### config.mk
export PLATFORM = sky130hd
export DESIGN_NAME = vram_dump_flat
export DESIGN_NICKNAME = d
export VERILOG_FILES = /design/src/rtl/vdp_pkg.sv /design/src/rtl/vram_dump_if.sv /design/src/rtl/vram_dump.sv /design/src/flat_wrapper.sv
export SDC_FILE = /design/constraint.sdc
export NUM_CORES = 1
export LEC_CHECK = 0
export CELL_PAD_IN_SITES_DETAIL_PLACEMENT = 0
export CELL_PAD_IN_SITES_GLOBAL_PLACEMENT = 2
export CORE_MARGIN = 2
export CORE_UTILIZATION = 41
export CTS_CLUSTER_DIAMETER = 30
export DETAILED_ROUTE_END_ITERATION = 16
export DONT_BUFFER_PORTS = 1
export GPL_ROUTABILITY_DRIVEN = 1
export GPL_TIMING_DRIVEN = 0
export PLACE_DENSITY = 0.9
export SLEW_MARGIN = 20
export SYNTH_ARGS = -nofsm -noshare
export SYNTH_HDL_FRONTEND = slang
export SYNTH_SLANG_ARGS = --single-unit
### constraint.sdc
create_clock -name vga_clk -period 3.22 [get_ports vga_clk]
set_clock_uncertainty 0.15 [all_clocks]
set_input_delay 0.161 -clock vga_clk [delete_from_list [all_inputs] [get_ports vga_clk]]
set_output_delay 0.161 -clock vga_clk [all_outputs]
set_load 0.03 [all_outputs]
### src/rtl/vdp_pkg.sv
// ============================================================================
// vdp_pkg : constants shared by the VDP VRAM blocks.
// Also holds the state encoding of the VRAM dump engine.
// Revision: 1.0
// ============================================================================
`default_nettype none

package vdp_pkg;

  localparam int VRAM_ADDR_W = 14;
  localparam int VRAM_SIZE   = 16384;

  localparam logic [2:0] C_S_IDLE    = 3'd0;
  localparam logic [2:0] C_S_READ    = 3'd1;
  localparam logic [2:0] C_S_LOAD    = 3'd2;
  localparam logic [2:0] C_S_SEND    = 3'd3;
  localparam logic [2:0] C_S_WAIT_TX = 3'd4;
  localparam logic [2:0] C_S_NEXT    = 3'd5;
  localparam logic [2:0] C_S_DONE    = 3'd6;
  localparam logic [2:0] C_S_CSUM    = 3'd7;

  typedef enum logic [2:0] {
    S_IDLE    = C_S_IDLE,
    S_READ    = C_S_READ,
    S_LOAD    = C_S_LOAD,
    S_SEND    = C_S_SEND,
    S_WAIT_TX = C_S_WAIT_TX,
    S_NEXT    = C_S_NEXT,
    S_DONE    = C_S_DONE,
    S_CSUM    = C_S_CSUM
  } dump_state_t;

endpackage

`default_nettype wire

### src/rtl/vram_dump_if.sv
// ============================================================================
// vram_dump_if : command, VRAM read port and UART tx signals of vram_dump.
// master = dump engine, slave = surrounding system. Revision: 1.0
// ============================================================================
`default_nettype none

interface vram_dump_if #(
  parameter int ADDR_W = 14,
  parameter int LEN_W  = 15
);
  logic              start;
  logic [ADDR_W-1:0] base_addr;
  logic [LEN_W-1:0]  length;
  logic [ADDR_W-1:0] vram_addr;
  logic [7:0]        vram_do;
  logic [7:0]        tx_data;
  logic              tx_wr;
  logic              tx_done;
  logic              busy;
  logic              done;
  logic [LEN_W-1:0]  bytes_left;

  modport master (
    input  start, base_addr, length, vram_do, tx_done,
    output vram_addr, tx_data, tx_wr, busy, done, bytes_left
  );

  modport slave (
    output start, base_addr, length, vram_do, tx_done,
    input  vram_addr, tx_data, tx_wr, busy, done, bytes_left
  );
endinterface

`default_nettype wire

### src/rtl/vram_dump.sv
// ============================================================================
// vram_dump : streams a VRAM region out over the UART, one byte per frame.
// Optional trailing checksum frame with VRAM_DUMP_CHECKSUM_EN. Revision: 1.0
// ============================================================================
`default_nettype none

module vram_dump
  import vdp_pkg::*;
#(
  parameter int ADDR_W = VRAM_ADDR_W,
  parameter int LEN_W  = 15,
  parameter int RD_LAT = 1
) (
  input  wire logic    vga_clk,
  input  wire logic    rst,
  vram_dump_if.master  bus
);

  localparam logic [1:0] LAT_LAST = 2'(RD_LAT - 1);

  dump_state_t       state_q, state_d;
  logic [ADDR_W-1:0] addr_q, addr_d;
  logic [LEN_W-1:0]  left_q, left_d;
  logic [1:0]        lat_q, lat_d;
  logic [7:0]        tx_data_q, tx_data_d;
  logic              tx_wr_q, tx_wr_d;
  logic              busy_q, busy_d;
  logic              done_q, done_d;
`ifdef VRAM_DUMP_CHECKSUM_EN
  logic [7:0]        csum_q, csum_d;
  logic              csum_phase_q, csum_phase_d;
`endif

  always_comb begin
    state_d   = state_q;
    addr_d    = addr_q;
    left_d    = left_q;
    lat_d     = lat_q;
    tx_data_d = tx_data_q;
    tx_wr_d   = 1'b0;
    busy_d    = busy_q;
    done_d    = 1'b0;
`ifdef VRAM_DUMP_CHECKSUM_EN
    csum_d       = csum_q;
    csum_phase_d = csum_phase_q;
`endif
    case (state_q)
      S_IDLE: begin
        if (bus.start) begin
          addr_d = bus.base_addr;
          left_d = bus.length;
          lat_d  = '0;
          busy_d = 1'b1;
`ifdef VRAM_DUMP_CHECKSUM_EN
          csum_d       = '0;
          csum_phase_d = 1'b0;
          state_d      = (bus.length == '0) ? S_CSUM : S_READ;
`else
          if (bus.length == '0) begin
            state_d = S_DONE;
            done_d  = 1'b1;
            busy_d  = 1'b0;
          end else begin
            state_d = S_READ;
          end
`endif
        end
      end
      S_READ: begin
        if (lat_q == LAT_LAST) begin
          lat_d   = '0;
          state_d = S_LOAD;
        end else begin
          lat_d = lat_q + 2'd1;
        end
      end
      S_LOAD: begin
        tx_data_d = bus.vram_do;
        tx_wr_d   = 1'b1;
        state_d   = S_SEND;
      end
      S_SEND: begin
`ifdef VRAM_DUMP_CHECKSUM_EN
        csum_d = csum_q + tx_data_q;
`endif
        state_d = S_WAIT_TX;
      end
      S_WAIT_TX: begin
        // tx_done is only honoured here so stale frame-complete pulses are dropped
        if (bus.tx_done) begin
`ifdef VRAM_DUMP_CHECKSUM_EN
          if (csum_phase_q) begin
            state_d = S_DONE;
            done_d  = 1'b1;
            busy_d  = 1'b0;
          end else begin
            state_d = S_NEXT;
          end
`else
          state_d = S_NEXT;
`endif
        end
      end
      S_NEXT: begin
        addr_d = addr_q + ADDR_W'(1);
        left_d = left_q - LEN_W'(1);
        if (left_q == LEN_W'(1)) begin
`ifdef VRAM_DUMP_CHECKSUM_EN
          state_d = S_CSUM;
`else
          state_d = S_DONE;
          done_d  = 1'b1;
          busy_d  = 1'b0;
`endif
        end else begin
          state_d = S_READ;
        end
      end
`ifdef VRAM_DUMP_CHECKSUM_EN
      S_CSUM: begin
        tx_data_d    = csum_q;
        tx_wr_d      = 1'b1;
        csum_phase_d = 1'b1;
        state_d      = S_SEND;
      end
`endif
      S_DONE:  state_d = S_IDLE;
      default: state_d = S_IDLE;
    endcase
  end

  always_ff @(posedge vga_clk or posedge rst) begin
    if (rst) begin
      state_q   <= S_IDLE;
      addr_q    <= '0;
      left_q    <= '0;
      lat_q     <= '0;
      tx_data_q <= '0;
      tx_wr_q   <= 1'b0;
      busy_q    <= 1'b0;
      done_q    <= 1'b0;
`ifdef VRAM_DUMP_CHECKSUM_EN
      csum_q       <= '0;
      csum_phase_q <= 1'b0;
`endif
    end else begin
      state_q   <= state_d;
      addr_q    <= addr_d;
      left_q    <= left_d;
      lat_q     <= lat_d;
      tx_data_q <= tx_data_d;
      tx_wr_q   <= tx_wr_d;
      busy_q    <= busy_d;
      done_q    <= done_d;
`ifdef VRAM_DUMP_CHECKSUM_EN
      csum_q       <= csum_d;
      csum_phase_q <= csum_phase_d;
`endif
    end
  end

  assign bus.vram_addr  = addr_q;
  assign bus.tx_data    = tx_data_q;
  assign bus.tx_wr      = tx_wr_q;
  assign bus.busy       = busy_q;
  assign bus.done       = done_q;
  assign bus.bytes_left = left_q;

endmodule

`default_nettype wire
### src/flat_wrapper.sv
// flat-port wrapper written by rule: the top's interface ports become plain ports
module vram_dump_flat import vdp_pkg::*;
#(
  parameter int ADDR_W = VRAM_ADDR_W,
  parameter int LEN_W  = 15,
  parameter int RD_LAT = 1
)
  (vga_clk, rst, bus_start, bus_base_addr, bus_length, bus_vram_do, bus_tx_done, bus_vram_addr, bus_tx_data, bus_tx_wr, bus_busy, bus_done, bus_bytes_left);
  vram_dump_if #(.ADDR_W(ADDR_W), .LEN_W(LEN_W)) bus_i ();
  input  wire logic vga_clk;
  input  wire logic rst;
  input wire logic [$bits(bus_i.start)-1:0] bus_start;
  input wire logic [$bits(bus_i.base_addr)-1:0] bus_base_addr;
  input wire logic [$bits(bus_i.length)-1:0] bus_length;
  input wire logic [$bits(bus_i.vram_do)-1:0] bus_vram_do;
  input wire logic [$bits(bus_i.tx_done)-1:0] bus_tx_done;
  output wire logic [$bits(bus_i.vram_addr)-1:0] bus_vram_addr;
  output wire logic [$bits(bus_i.tx_data)-1:0] bus_tx_data;
  output wire logic [$bits(bus_i.tx_wr)-1:0] bus_tx_wr;
  output wire logic [$bits(bus_i.busy)-1:0] bus_busy;
  output wire logic [$bits(bus_i.done)-1:0] bus_done;
  output wire logic [$bits(bus_i.bytes_left)-1:0] bus_bytes_left;
  assign bus_i.start = bus_start;
  assign bus_i.base_addr = bus_base_addr;
  assign bus_i.length = bus_length;
  assign bus_i.vram_do = bus_vram_do;
  assign bus_i.tx_done = bus_tx_done;
  assign bus_vram_addr = bus_i.vram_addr;
  assign bus_tx_data = bus_i.tx_data;
  assign bus_tx_wr = bus_i.tx_wr;
  assign bus_busy = bus_i.busy;
  assign bus_done = bus_i.done;
  assign bus_bytes_left = bus_i.bytes_left;
  vram_dump #(.ADDR_W(ADDR_W), .LEN_W(LEN_W), .RD_LAT(RD_LAT)) u_core (.vga_clk(vga_clk), .rst(rst), .bus(bus_i));
endmodule
# Word-level counts from Yosys, hierarchy flattened
# Cells that the tools add are included.
# classes
addsub	3
n_mux	22
eq_ne	10
n_reduce_logical	9
# ops
operator	n
$pmux W15 S2	1
$pmux W14 S2	1
$pmux W3 S6	1
$eq A15 B1 Y1 const B	1
$logic_not A15 Y1	1
$mux W15	1
$mux W3	5
$sub A15 B1 Y15 const B	1
$add A14 B1 Y14 const B	1
$mux W14	1
$mux W1	7
$eq A3 B2 Y1 const B	2
$eq A3 B3 Y1 const B	2
$reduce_and A3 Y1	2
$mux W2	2
$ne A2 B1 Y1 const B	2
$ne A2 B2 Y1 const B	2
$pmux W1 S2	2
$pmux W2 S2	1
$reduce_and A2 Y1	2
$reduce_bool A2 Y1	2
$eq A3 B1 Y1 const B	1
$logic_not A3 Y1	1
$add A2 B1 Y2 const B	1
$logic_not A2 Y1	1
# word_totals
regBits	45
output_inout_bits	40
inputBits	41
wordCells	52

# Longest topological paths before layout
# Gate-level depths: netlist of run 1.
# logic_depth
ltp_word	4
depth_mapped	7

# Worst setup path after synthesis of run 1
# Ideal clock, no wire load.
# synth_path
kind	register to register
start	register u_core.left_q[3] (netlist: u_core.bus.bytes_left[3])
end	register u_core.left_q[13] (netlist: u_core.bus.bytes_left[13])
stages_incl_launch_ff	5
arrival_ns	1.535
required_ns	2.932
path_buffers	0
slack_ns	1.396
cell_sequence	dfrtp_1 -> nor3_1 -> nand4_1 -> o311ai_1 -> o211ai_1
# synth_via
elab_chain_cells	2
# synth_lines
item	line_no	text
start, declared	vram_dump.sv:23	logic [LEN_W-1:0] left_q, left_d;
start signal, assigned	vram_dump.sv:149	left_q <= left_d;
$sub A15 B1 Y15	vram_dump.sv:106	left_d = left_q - LEN_W'(1);
$pmux W15 S2	vram_dump.sv:47	case (state_q)
# No other way between the ends.
# A chain may end at the register's enable or synchronous reset.

# Final worst setup path of run 1
# layout_path
start	register u_core.left_q[2] (netlist: u_core.bus.bytes_left[2])
end	register u_core.left_q[10] (netlist: u_core.bus.bytes_left[10])
# The elaborated chain is that of the path after synthesis.

==> results of run 1 <==
[report_power, final]
part	internal [µW]	switching (µW)	total, µW
Sequential	812	822	1630
Combinational	478	555	1030
Clock	153	210	363
[per-layer routing]
metal  routed length [µm]  GRT usage
met2                 3200      0.335
met3                  508     0.0500
met5                    0          0
met4                   76     0.0567
met1                 3100      0.300
[final cells by class]
class / instances / area [µm²]
fillers: 551 / 2840
well taps: 75 / 93.8
flip-flops and latches: 45 / 1130
plain buffers: 13 / 90.1
clock inverters: 2 / 15.0
inverters: 13 / 48.8
multi-input cells: 182 / 1250
clock buffers: 6 / 72.6
repair buffers: 36 / 378
[placed cells by master, fill, tap and decap left out, types with 3 or more instances in the layout]
| cell type | instances |
|---|---|
| o21ai_0 | 5 |
| o211ai_1 | 7 |
| nor3_1 | 5 |
| nand4_1 | 8 |
| o311ai_1 | 4 |
| a32oi_1 | 3 |
| a311oi_1 | 6 |
| nand2_1 | 19 |
| a22oi_1 | 3 |
| clkbuf_8 | 5 |
| o22ai_1 | 5 |
| nand3_1 | 8 |
| nor2_1 | 26 |
| a21oi_1 | 8 |
| nor4_1 | 7 |
| dlygate4sd3_1 | 35 |
| buf_2 | 6 |
| dfrtp_1 | 45 |
| buf_6 | 4 |
| clkbuf_1 | 3 |
| ha_1 | 5 |
| nand2b_1 | 4 |
| a221oi_1 | 3 |
| a211oi_1 | 6 |
| inv_1 | 12 |
| mux2_2 | 8 |
[per-stage QoR]
stage	worst slack (ns)	power [µW]	hold slack, ns	cells
6_report	1.11	3030	0.0129	372
5_1_grt	0.823	3260	0.00986	372
4_1_cts	1.13	3040	0.00683	372
3_5_place_dp	1.14	2640	0.0224	329
3_3_place_gp	1.16	2610	0.134	328
2_1_floorplan	1.40	2360	0.127	253
[worst register-to-register path, cell delays in order (launching register included)]
cell,delay [ns]
dfrtp_1,0.58
nor3_1,0.46
nand4_1,0.35
o311ai_2,0.32
o211ai_1,0.12
[cell families (layout without fill, tap and decap cells)]
family          after synthesis  after routing  share of synthesized area
xor+xnor                      1              1                    0.00348
flops                        45             45                      0.447
fa+ha+maj                     5              5                     0.0248
buf+inv                      26             70                     0.0551
simple gates                 98             98                      0.220
mux                           9              9                     0.0397
compound gates               69             69                      0.210
[worst max path at each step]
stage	start	to	slack [ns]	depth (start not counted)
2_1_floorplan	u_core.bus.bytes_left[3]$_DFFE_PP0P_	u_core.bus.bytes_left[13]$_DFFE_PP0P_	1.40	4
3_3_place_gp	u_core.bus.bytes_left[3]$_DFFE_PP0P_	u_core.bus.bytes_left[13]$_DFFE_PP0P_	1.16	4
3_5_place_dp	u_core.bus.bytes_left[2]$_DFFE_PP0P_	u_core.bus.bytes_left[13]$_DFFE_PP0P_	1.14	4
4_1_cts	u_core.bus.bytes_left[2]$_DFFE_PP0P_	u_core.bus.bytes_left[13]$_DFFE_PP0P_	1.13	4
5_1_grt	u_core.bus.bytes_left[2]$_DFFE_PP0P_	u_core.bus.bytes_left[13]$_DFFE_PP0P_	0.82	4
6_report	u_core.bus.bytes_left[2]$_DFFE_PP0P_	u_core.bus.bytes_left[10]$_DFFE_PP0P_	1.11	4
[registers in the layout, indices dropped and copies added (netlist names)]
signal and flops:
u_core.bus.bytes_left 15, u_core.bus.done 1, u_core.bus.vram_addr 14, u_core.state_q 3
u_core.bus.tx_wr 1, u_core.lat_q 2, u_core.bus.tx_data 8, u_core.bus.busy 1
==> out/results.ini, run 1 <==
[drt]
drc_errors = 0
antenna_left = 0
wl_mm = 6.89
viasPerCell = 5.92
routedWlPerCell_um = 18.5
vias = 2203
drtPass1Iterations = 5
first_iter_violations = 113

[sta]
fin_setup_tns_ns = 0
worst_slew_pin_slew_ns = 0.646
finalCritPeriodShare = 0.654
slew_violations = 0
slew_headroom = 0.569
max_freq_mhz = 475
min_period_ns = 2.11
rsz0062_at_grt = false
setup_viol = 0
final_hold_viol_count = 0

[final_layout]
design_area_um2 = 3080
utilization = 0.520
nNetsFinal = 342
area_delta_synth_final_pct = 22.2
final_layout_size_suffix_gt1_frac = 0.135
diodes = 0

[floorplanning]
die_w_um = 82.4
ios = 81
die_h_um = 82.4
dieArea_um2 = 6790
row_count = 28
coreArea_um2 = 5920
start_util = 0.426

[yosys]
synth_edf_count = 0
yosysTopAreaCell = dfrtp_1
syn_inst = 253
synth_area_leaders = dfrtp_1 (45%), nor2_1 (3.9%), mux2_2 (3.6%)
synth_commonest_cells = dfrtp_1 (45), nor2_1 (26), nand2_1 (19)
async_reset_ff_frac = 1.00
yosysTopAreaCellShare = 0.447
ys_seq_area_frac = 0.447
synthDistinctLibCells = 61
yosysMostFrequentCell = dfrtp_1
synthesis.nets = 299
netlist_area_um2 = 2520
avgSynthCellArea_um2 = 9.96
synth_flop_cell = dfrtp_1
yosysWarningCount = 0
ys_ff_latch = 45

[critical_path]
ff2ff_path_depth = 4
r2r_start = u_core.bus.bytes_left[2]$_DFFE_PP0P_
path_buf_inv = 0
max_stage_delay_ns = 0.58
cp.arrival_ns = 2.14
cp_top_family = simple AND/OR/NAND/NOR gates
crit_required_ns = 3.25
crit_chain = nor3_1, nand4_1, o311ai_2, o211ai_1
r2r_setup_slack_ns = 1.11
crit_path_end_kind = register
path_class = register to register
slowest_stage = dfrtp_1
startpoint_type = register
cp_max_fo = 8
timing.rr.end = u_core.bus.bytes_left[10]$_DFFE_PP0P_

[placement]
post_dp_cell_area_um2 = 2640
gp_congestion = 0.751
port_buffers = 0
hpwl_mm = 4.86

[hold_path]
holdPathEnd = u_core.bus.bytes_left[12]$_DFFE_PP0P_
hold_path.class = primary input to register
min_from = bus_length[12]
holdPathStages = 2

[clocking]
path_clk_slew_ns = 0.10
cts.repair.resized = 0
cts_buffers = 5
post_cts_buffers = 0
clock_latency_ns = 0.30
clock_sinks = 45
clock-root-buffer = clkbuf_8
cts_tree = done
clk_path_buf_depth = 2
holdBufCountCts = 35
cts_max_level = 2

[grt]
grt_max_degree = 29
grt_antenna_before_repair = 0
grt_pass1_wl_mm = 11.0
first_global_vias = 2124
grtUsageTotal = 0.215
grt_overflow = 0

[pwr]
max-vdd-ir-drop_mv = 0.452
p_per_area_nw_per_um2 = 984
leakagePower_uw = 0.00125

[job]
cap_violations = 0

[run_status]
status = complete, no violations

(Power assumes the default switching activity.)
==> inputs of run 2 (changes only) <==
--- a/config.mk
+++ b/config.mk
@@ -8,13 +8,13 @@
 export CELL_PAD_IN_SITES_DETAIL_PLACEMENT = 0
 export CELL_PAD_IN_SITES_GLOBAL_PLACEMENT = 2
 export CORE_MARGIN = 2
-export CORE_UTILIZATION = 41
+export CORE_UTILIZATION = 38
 export CTS_CLUSTER_DIAMETER = 30
 export DETAILED_ROUTE_END_ITERATION = 16
 export DONT_BUFFER_PORTS = 1
 export GPL_ROUTABILITY_DRIVEN = 1
 export GPL_TIMING_DRIVEN = 0
-export PLACE_DENSITY = 0.9
+export PLACE_DENSITY = 0.85
 export SLEW_MARGIN = 20
 export SYNTH_ARGS = -nofsm -noshare
 export SYNTH_HDL_FRONTEND = slang
==> constraint.sdc (replaced) <==
create_clock -name vga_clk -period 2 [get_ports vga_clk]
set_clock_uncertainty 0.15 [all_clocks]
set_input_delay 0.1 -clock vga_clk [delete_from_list [all_inputs] [get_ports vga_clk]]
set_output_delay 0.1 -clock vga_clk [all_outputs]
set_load 0.03 [all_outputs]
==> out/results.ini, run 2 (synthesized netlist as in run 1, its figures left out) <==
[run_status]
status = complete, no violations  ; unchanged

[grt]
grt_pass1_wl_mm = 11.7  ; was 11.0 mm
grt_antenna_before_repair = 0  ; unchanged
grtUsageTotal = 0.202  ; was 0.215
first_global_vias = 2268  ; was 2124
grt_overflow = 0  ; unchanged
grt_max_degree = 25  ; was 29

[final_layout]
area_delta_synth_final_pct = 29.9  ; was 22.2%
final_common_cell = dlygate4sd3_1  ; was dfrtp_1
diodes = 0  ; unchanged
layout_common_cells = dlygate4sd3_1 (39), dfrtp_1 (37), nor2_1 (25)  ; was dfrtp_1 (45), dlygate4sd3_1 (35), nor2_1 (26)
final_layout_size_suffix_gt1_frac = 0.202  ; was 0.135
largest_reg_flops = 15  ; unchanged
nNetsFinal = 352  ; was 342
stdcell_count = 384  ; was 372

[clocking]
cts_tree = done  ; unchanged
cts_buffers = 5  ; unchanged
cts_max_level = 2  ; unchanged
clk_path_buf_depth = 2  ; unchanged
path_clk_slew_ns = 0.10  ; about the same
clock_latency_ns = 0.31  ; was 0.30 ns
clock-root-buffer = clkbuf_8  ; unchanged
clock_sinks = 45  ; unchanged

[pwr]
p_per_area_nw_per_um2 = 1630  ; was 984 nW/µm²
leakagePower_uw = 0.00132  ; was 0.00125 µW
max-vdd-ir-drop_mv = 0.734  ; was 0.452 mV

[drt]
viasPerCell = 5.88  ; was 5.92
routedWlPerCell_um = 19.0  ; was 18.5 µm
drtPass1Iterations = 4  ; was 5
drc_errors = 0  ; unchanged
vias = 2259  ; was 2203
first_iter_violations = 85  ; was 113
antenna_left = 0  ; unchanged
wl_mm = 7.29  ; was 6.89 mm

[sta]
slew_headroom = 0.631  ; was 0.569
layout_setup_ws_ns = 0.0645  ; was 1.11 ns
slew_violations = 0  ; unchanged
worst_slew_pin_slew_ns = 0.553  ; was 0.646 ns
finalCritPeriodShare = 0.968  ; was 0.654
min_period_ns = 1.94  ; was 2.11 ns
max_freq_mhz = 517  ; was 475 MHz
fin_setup_tns_ns = 0  ; unchanged
setup_viol = 0  ; unchanged
final_hold_viol_count = 0  ; unchanged

[job]
cap_violations = 0  ; unchanged

[floorplanning]
ios = 81  ; unchanged
start_util = 0.395  ; was 0.426
die_w_um = 85.4  ; was 82.4 µm
dieArea_um2 = 7300  ; was 6790 µm²
die_h_um = 85.4  ; was 82.4 µm
coreArea_um2 = 6390  ; was 5920 µm²
row_count = 29  ; was 28

[critical_path]
r2r_start = u_core.state_q[2]$_DFFE_PP0P_  ; was u_core.bus.bytes_left[2]$_DFFE_PP0P_
critPathLaunch = u_core.state_q[2]$_DFFE_PP0P_  ; was u_core.bus.bytes_left[2]$_DFFE_PP0P_
crit_path_end_kind = register  ; unchanged
startpoint_type = register  ; unchanged
cp_max_fo = 10  ; was 8
cp.arrival_ns = 1.99  ; was 2.14 ns
path_class = register to register  ; unchanged
crit_required_ns = 2.06  ; was 3.25 ns

[hold_path]
min_from = bus_start  ; was bus_length[12]
hold_path.class = primary input to register  ; unchanged

[placement]
gp_congestion = 0.783  ; was 0.751
hpwl_mm = 4.96  ; was 4.86 mm
place_ws_ns = -0.0991  ; was 1.14 ns
port_buffers = 0  ; unchanged
place_inst = 331  ; was 329

run 2: changes by cell type in the layout (fill, tap and decap cells not counted), sizes merged:
cell / delta
buf: +5
clkinvlp: -2
clkinv: +1
bufinv: +2
dlygate4sd3: +4
run 2: timing repair:
action | 4_1_cts | 5_1_grt
buffers inserted | 1 | 5
resized for setup | 2 | 19
setup endpoints to repair | 6 | 23
pin swaps | 0 | 3
hold buffers | 39 | 0
endpoints found under the hold margin | 85 | 0
run 2: path summary, 6_finish.rpt:
check | cells past startpoint | to | slack [ns]
worst max-delay path | 7 | u_core.bus.bytes_left[12]$_DFFE_PP0P_ | 0.06
max in group asynchronous | 3 | u_core.bus.bytes_left[3]$_DFFE_PP0P_ | 1.05
worst min-delay path | 4 | u_core.bus.bytes_left[13]$_DFFE_PP0P_ | 0.006
min in group asynchronous | 2 | u_core.state_q[1]$_DFFE_PP0P_ | 0.12
worst max register to register | 7 | u_core.bus.bytes_left[12]$_DFFE_PP0P_ | 0.06
worst min register to register | 1 | u_core.lat_q[0]$_DFFE_PP0P_ | 0.35
run 2: worst max-delay path, stage by stage, from the launching register on:
cell	delay [ns]
dfrtp_1	0.38
buf_4	0.17
and3b_1	0.16
buf_2	0.15
buf_2	0.20
nor2_1	0.34
a21oi_1	0.08
o21ba_2	0.21
run 2: layer usage:
layer | vias to the layer above | track usage | part of all wire
li1 | 1079 | - | -
met4 | 0 | 0.0476 | 0.0078
met1 | 1116 | 0.270 | 0.45
met3 | 5 | 0.0593 | 0.066
met5 | - | 0 | 0
met2 | 59 | 0.323 | 0.48
run 2: per-stage QoR:
stage	power (µW)	hold slack (ns)	area, µm²	util
floorplan	3790	0.0657	2520	-
global placement	4200	0.0770	2620	0.410
detailed placement	4260	-0.108	2640	0.413
CTS	5190	0.00640	3180	0.498
global route	5660	0.0333	3270	0.513
finish	5320	0.00606	3270	0.513
run 2: power by group:
group          total, µW  internal, µW  switching [µW]
clock network        842           497             345
logic               1790           852             937
registers           2690          1320            1370
run 2: cell type report:
class	count	area (µm²)
repair buffers	46	455
inverters	13	48.8
multi-input cells	182	1310
fillers	620	3110
clock inverters	3	65.1
flip-flops and latches	45	1140
well taps	77	96.3
plain buffers	13	93.8
clock buffers	5	68.8
